--- config.mk ---
export PLATFORM = sky130hd
export DESIGN_NAME = product_accumulator_flat
export DESIGN_NICKNAME = d
export VERILOG_FILES = /design/src/rtl/product_pkg.sv /design/src/rtl/product_accumulator_if.sv /design/src/rtl/sat_add.sv /design/src/rtl/product_accumulator.sv /design/src/flat_wrapper.sv
export SDC_FILE = /design/constraint.sdc
export NUM_CORES = 1
export LEC_CHECK = 0
export ABC_CLOCK_PERIOD_IN_PS = 4400
export BUFFER_PORTS_ARGS = -buffer_cell sky130_fd_sc_hd__buf_2
export CAP_MARGIN = 20
export CORE_UTILIZATION = 56
export DETAILED_ROUTE_END_ITERATION = 8
export GPL_ROUTABILITY_DRIVEN = 0
export PLACE_DENSITY = 0.78
export RECOVER_POWER = 100
export SLEW_MARGIN = 20
export SYNTH_ARGS = -nofsm -noshare
export SYNTH_HDL_FRONTEND = slang
export SYNTH_SLANG_ARGS = --single-unit
--- constraint.sdc ---
create_clock -name clk -period 4.4 [get_ports clk]
set_clock_uncertainty 0.2 [all_clocks]
set_input_delay 0 -clock clk [delete_from_list [all_inputs] [get_ports clk]]
set_output_delay 0 -clock clk [all_outputs]
set_load 0.05 [all_outputs]
--- src/rtl/product_pkg.sv ---
// Shared widths and FSM encoding for the product accumulator slice.
package product_pkg;
    localparam int ACC_W_DEF = 10;
    localparam int PROD_W    = 8;

    typedef enum logic [1:0] {
        ST_IDLE  = 2'b00,
        ST_ACCUM = 2'b01,
        ST_HOLD  = 2'b10
    } state_e;
endpackage

--- src/rtl/product_accumulator_if.sv ---
// Product input stream, block controls and result handshake of the accumulator.
interface product_accumulator_if
    import product_pkg::*;
#(
    parameter int ACC_W = ACC_W_DEF,
    parameter int LEN_W = 4
);
    logic signed [PROD_W-1:0] product;
    logic                     in_valid;
    logic                     in_ready;
    logic [LEN_W-1:0]         len;
    logic                     clear;
    logic signed [ACC_W-1:0]  acc_out;
    logic                     overflow;
    logic                     out_valid;
    logic                     out_ready;

    modport master (
        output product, in_valid, len, clear, out_ready,
        input  in_ready, acc_out, overflow, out_valid
    );

    modport slave (
        input  product, in_valid, len, clear, out_ready,
        output in_ready, acc_out, overflow, out_valid
    );
endinterface

--- src/rtl/sat_add.sv ---
// Adds a signed product to the accumulator, clamping to the ACC_W signed range.
module sat_add
    import product_pkg::*;
#(
    parameter int ACC_W = ACC_W_DEF
) (
    input  logic signed [ACC_W-1:0]  acc,
    input  logic signed [PROD_W-1:0] product,
    output logic signed [ACC_W-1:0]  sum,
    output logic                     clamp
);
    logic signed [ACC_W:0] wide;

    assign wide = {acc[ACC_W-1], acc} + {{(ACC_W+1-PROD_W){product[PROD_W-1]}}, product};

    // One guard bit is enough: the two top bits disagree exactly when the
    // true sum falls outside the ACC_W-bit range.
    always_comb begin
        clamp = (wide[ACC_W] != wide[ACC_W-1]);
        sum   = wide[ACC_W-1:0];
        if (clamp)
            sum = wide[ACC_W] ? {1'b1, {(ACC_W-1){1'b0}}} : {1'b0, {(ACC_W-1){1'b1}}};
    end
endmodule

--- src/rtl/product_accumulator.sv ---
// Sums fixed-length blocks of Booth products with saturation and presents
// each block result on a valid/ready handshake.
module product_accumulator
    import product_pkg::*;
#(
    parameter int ACC_W = ACC_W_DEF,
    parameter int LEN_W = 4
) (
    input logic                    clk,
    input logic                    reset,
    product_accumulator_if.slave   bus
);
    state_e                  state;
    logic signed [ACC_W-1:0] acc;
    logic signed [ACC_W-1:0] acc_base;
    logic signed [ACC_W-1:0] sum;
    logic                    clamp;
    logic [LEN_W:0]          count;
    logic [LEN_W:0]          count_nxt;
    logic [LEN_W:0]          target;
    logic [LEN_W-1:0]        len_q;
    logic                    ovf;
    logic                    ovf_nxt;
    logic                    block_done;
    logic                    accept;
    logic                    in_ready_q;
    logic                    out_valid_q;
    logic                    overflow_q;
    logic signed [ACC_W-1:0] acc_out_q;

    // A block's first product starts from zero, so the adder serves both cases.
    assign acc_base  = (state == ST_ACCUM) ? acc : '0;
    assign count_nxt = count + (LEN_W+1)'(1);
    assign target    = {(len_q == '0), len_q};
    assign accept    = bus.in_valid && in_ready_q;
    assign ovf_nxt   = ((state == ST_ACCUM) ? ovf : 1'b0) | clamp;
    assign block_done = (state == ST_IDLE) ? (bus.len == LEN_W'(1)) : (count_nxt == target);

    sat_add #(.ACC_W(ACC_W)) u_sat_add (
        .acc     (acc_base),
        .product (bus.product),
        .sum     (sum),
        .clamp   (clamp)
    );

    always_ff @(posedge clk) begin
        if (!reset) begin
            state       <= ST_IDLE;
            acc         <= '0;
            count       <= '0;
            len_q       <= '0;
            ovf         <= 1'b0;
            in_ready_q  <= 1'b1;
            out_valid_q <= 1'b0;
            overflow_q  <= 1'b0;
            acc_out_q   <= '0;
        end else if (bus.clear) begin
            state       <= ST_IDLE;
            acc         <= '0;
            count       <= '0;
            ovf         <= 1'b0;
            in_ready_q  <= 1'b1;
            out_valid_q <= 1'b0;
            overflow_q  <= 1'b0;
        end else begin
            case (state)
                ST_IDLE, ST_ACCUM: begin
                    if (accept) begin
                        acc   <= sum;
                        ovf   <= ovf_nxt;
                        count <= (state == ST_IDLE) ? (LEN_W+1)'(1) : count_nxt;
                        if (state == ST_IDLE) begin
                            len_q      <= bus.len;
                            overflow_q <= 1'b0;
                        end
                        if (block_done) begin
                            state       <= ST_HOLD;
                            in_ready_q  <= 1'b0;
                            out_valid_q <= 1'b1;
                            acc_out_q   <= sum;
                            overflow_q  <= ovf_nxt;
                        end else begin
                            state <= ST_ACCUM;
                        end
                    end
                end
                ST_HOLD: begin
                    if (bus.out_ready) begin
                        state       <= ST_IDLE;
                        in_ready_q  <= 1'b1;
                        out_valid_q <= 1'b0;
                    end
                end
                default: begin
                    state       <= ST_IDLE;
                    in_ready_q  <= 1'b1;
                    out_valid_q <= 1'b0;
                end
            endcase
        end
    end

    assign bus.in_ready  = in_ready_q;
    assign bus.out_valid = out_valid_q;
    assign bus.acc_out   = acc_out_q;
    assign bus.overflow  = overflow_q;
endmodule
--- src/flat_wrapper.sv ---
// flat-port wrapper written by rule: the top's interface ports become plain ports
module product_accumulator_flat import product_pkg::*;
#(
    parameter int ACC_W = ACC_W_DEF,
    parameter int LEN_W = 4
)
  (clk, reset, bus_product, bus_in_valid, bus_len, bus_clear, bus_out_ready, bus_in_ready, bus_acc_out, bus_overflow, bus_out_valid);
  product_accumulator_if #(.ACC_W(ACC_W), .LEN_W(LEN_W)) bus_i ();
  input logic clk;
  input logic reset;
  input wire logic [$bits(bus_i.product)-1:0] bus_product;
  input wire logic [$bits(bus_i.in_valid)-1:0] bus_in_valid;
  input wire logic [$bits(bus_i.len)-1:0] bus_len;
  input wire logic [$bits(bus_i.clear)-1:0] bus_clear;
  input wire logic [$bits(bus_i.out_ready)-1:0] bus_out_ready;
  output wire logic [$bits(bus_i.in_ready)-1:0] bus_in_ready;
  output wire logic [$bits(bus_i.acc_out)-1:0] bus_acc_out;
  output wire logic [$bits(bus_i.overflow)-1:0] bus_overflow;
  output wire logic [$bits(bus_i.out_valid)-1:0] bus_out_valid;
  assign bus_i.product = bus_product;
  assign bus_i.in_valid = bus_in_valid;
  assign bus_i.len = bus_len;
  assign bus_i.clear = bus_clear;
  assign bus_i.out_ready = bus_out_ready;
  assign bus_in_ready = bus_i.in_ready;
  assign bus_acc_out = bus_i.acc_out;
  assign bus_overflow = bus_i.overflow;
  assign bus_out_valid = bus_i.out_valid;
  product_accumulator #(.ACC_W(ACC_W), .LEN_W(LEN_W)) u_core (.clk(clk), .reset(reset), .bus(bus_i));
endmodule
==> run_results.csv <==
group,metric,value,unit
detailed_routing,wire_per_inst,15.6,um
detailed_routing,drt_wl_total,5660,um
timing,final-hold-violation-count,0,
layout,num_antenna_cells,0,
worst_setup_path,path_cells,"nor2b_1 -> and2_1 -> ha_1 -> nor2b_1 -> o2111ai_1 -> nand3_2 -> a2111oi_4 -> o21ai_0 -> o32ai_1 -> o22ai_1",
pwr,swShare,28.5,%
worst_setup_path,endpoint_kind,"flop",
logic_synthesis,synthCells,276,
logic_synthesis,async_reset_ff_share,0,%
pwr,p_int,0.487,mW
grt,grtUsageTotal,28.8,%
floorplan,floorplan.die.width,65.2,um
logic_synthesis,yosysUniqueCellTypes,52,
logic_synthesis,seq_area_frac_synth,31.3,%
layout,syn_to_final_growth,15.0,%
worst_setup_path,crit_slowest_cell,"a2111oi_4",
floorplan,rows,22,
layout,drive_above_1_share,9.21,%
logic_synthesis,synthTopCellsByCount,"dfxtp_1, a21oi_1, nor2_1, nand2_1, o21ai_1",
outcome,run_status,"finished clean",
timing,max-slew-margin-rel,35.6,%
worst_setup_path,max_stage_delay,810,ps
timing,fmax,0.260,GHz
detailed_routing,drtIter0Drc,179,
timing,finalSetupViolCount,0,
logic_synthesis,ys.flop_type,"dfxtp_1",
detailed_routing,first_pass_iters,4,
clock_tree,cts-root-buf,"clkbuf_8",
floorplan,core,3740,um^2
logic_synthesis,syn_nets,305,
floorplan,dieHeight,65.2,um
place,dp_hpwl,3890,um
timing,drv_slew,0,
worst_setup_path,cpMostUsedCell,"nor2b_1",
floorplan,start_util,59.8,%
worst_setup_path,critical_path_required,4360,ps
worst_setup_path,critical_path_class,"reg2reg",
logic_synthesis,synth_area_leaders,"dfxtp_1, ha_1, a21oi_1",
pwr,seq_power_share,48.8,%
clock_tree,cts_tree,"built",
pwr,clockPowerShare,33.5,%
worst_setup_path,startpoint,"u_core.state[0]$_SDFFE_PP0P_",
place,dp.cells,339,
worst_setup_path,crit_family,"compound AO/OA/AOI/OAI gates",
logic_synthesis,synth_area_per_cell,8.11,um^2
timing,fin_tns_setup,0,ps
pwr,power,0.681,mW
logic_synthesis,yosys.cell_count.top_type,"dfxtp_1",
worst_setup_path,cp_data_arrival_time,3810,ps
worst_setup_path,path_max_fanout,17,
logic_synthesis,yosysWarnings,0,
pwr,switching_power,0.194,mW
timing,period_share,87.6,%
clock_tree,cts.sinks,35,
pwr,peakVddDrop,0.277,mV
hold_path,hold_path.class,"in2reg",
grt,antenna_found_initial,0,
floorplan,fp.dieArea,4250,um^2
logic_synthesis,synth_area,2240,um^2
worst_setup_path,crit_buf_inv,0,
layout,n_fill_cell,320,
grt,grt_pass1_wl,9390,um
grt,grt_pass1_vias,2006,
layout,regArea,701,um^2
timing,rsz0062_at_grt,"false",
logic_synthesis,synth_top_area_share,31.3,%
logic_synthesis,synth_area_leader_cell,"dfxtp_1",
clock_tree,path_clk_slew,70,ps
clock_tree,cts_resized,0,
detailed_routing,via_per_inst,6.01,
clock_tree,cts_buffers,5,
pwr,power_frac_comb,17.7,%
detailed_routing,drc_errors,0,
worst_setup_path,worstSetupStartpointType,"flop",
worst_setup_path,critical_path.reg2reg.startpoint,"u_core.state[0]$_SDFFE_PP0P_",
floorplan,pin_count,30,
grt,grt_overflow,0,
pwr,p_per_area,265,nW/um^2
grt,grt_max_degree,18,
run,max-cap-violations,0,
logic_synthesis,synth_edf_count,0,
timing,period_minus_slack,3850,ps
clock_tree,cts_buffer_depth,2,
clock_tree,clk_latency,290,ps
clock_tree,cts_htree_levels,2,
layout,nets,343,
layout,multiInputGateArea,1400,um^2
pwr,leakagePower,1.01,nW
detailed_routing,drt.antenna.violating_nets,0,
layout,final_cells,363,
timing,hold_slack,195,ps
logic_synthesis,ys_seq_elements,35,
hold_path,min-delay-start,"bus_product[0]",
place,io_buffers,29,
detailed_routing,dr_total_vias,2182,
timing,worst_pin_slew,967,ps
logic make-up (layout without fill, tap and decap cells):
group	after synthesis	after routing	synth area share, %
AO/OA/AOI/OAI	88	88	27.2
XOR/XNOR	13	13	5.09
adder cells (fa/ha/maj)	14	14	7.94
buffers and inverters	23	62	4.25
flip-flops	35	35	31.3
multiplexers	6	6	2.68
AND/OR/NAND/NOR	97	97	21.5
layout make-up:
| type | instances | area share [%] |
|---|---|---|
| flip-flops and latches | 35 | 27.2 |
| clock inverters | 1 | 0.195 |
| repair buffers | 46 | 11.5 |
| inverters | 8 | 1.17 |
| multi-input cells | 218 | 54.6 |
| clock buffers | 7 | 2.97 |
| well taps | 48 | 2.33 |
worst paths after layout:
check | cells after the start | slack, ps | to
setup / recovery | 10 | 550 | u_core.bus.acc_out[3]$_SDFFE_PN0P_
setup reg to reg | 10 | 550 | u_core.bus.acc_out[3]$_SDFFE_PN0P_
hold reg to reg | 2 | 260 | u_core.acc[3]$_SDFFE_PP0P_
hold / removal | 5 | 200 | u_core.bus.acc_out[0]$_SDFFE_PN0P_
through the flow:
step / instance area [um^2] / util, % / setup WS [ps]
after floorplan: 2240 / - / 1120
after global placement: 2380 / 63.7 / 767
after detailed placement: 2380 / 63.7 / 639
after CTS: 2630 / 70.2 / 588
after global routing: 2570 / 68.7 / 89.7
final: 2570 / 68.7 / 547
power by group through the flow:
stage | combinational [mW] | sequential (mW) | clock [mW]
2_1_floorplan | 0.0796 | 0.341 | 0
3_3_place_gp | 0.107 | 0.339 | 0
3_5_place_dp | 0.109 | 0.339 | 0
4_1_cts | 0.122 | 0.332 | 0.228
5_1_grt | 0.131 | 0.333 | 0.239
6_report | 0.120 | 0.332 | 0.228
registers in the layout, indices dropped and copies added, names as in the netlist:
register / flops
u_core.bus.out_valid: 1
u_core.count: 5
u_core.bus.acc_out: 10
u_core.bus.in_ready: 1
u_core.len_q: 4
u_core.acc: 10
u_core.state: 2
u_core.ovf: 1
u_core.bus.overflow: 1
routing by layer:
layer	track usage (%)	wire [um]	up-vias
met4	9.24	71	0
met1	40.0	2750	1022
met2	45.4	2540	75
li1	-	-	1077
met5	0	0	-
met3	4.69	300	8
cell usage in the layout (no fill, tap or decap), types with 11 or more instances in the layout:
cell           netlist  layout
o21ai_0              6      11
nand3_1             14      14
clkbuf_1            12      15
nor2_1              25      25
o22ai_1             11      11
ha_1                11      11
buf_2                1      16
a21oi_1             26      27
dfxtp_1             35      35
nand2_1             22      22
dlygate4sd3_1        0      16
timing repair:
item,4_1_cts,5_1_grt
hold endpoints to repair,19,0
hold buffers,16,0
setup buffers,0,0
endpoints found under the setup margin,0,0
worst min-delay path, stage by stage:
cell and delay (ps):
buf_2 90, ha_1 170, maj3_1 160, o22ai_1 90
o22ai_1 140
(Power assumes the default switching activity.)
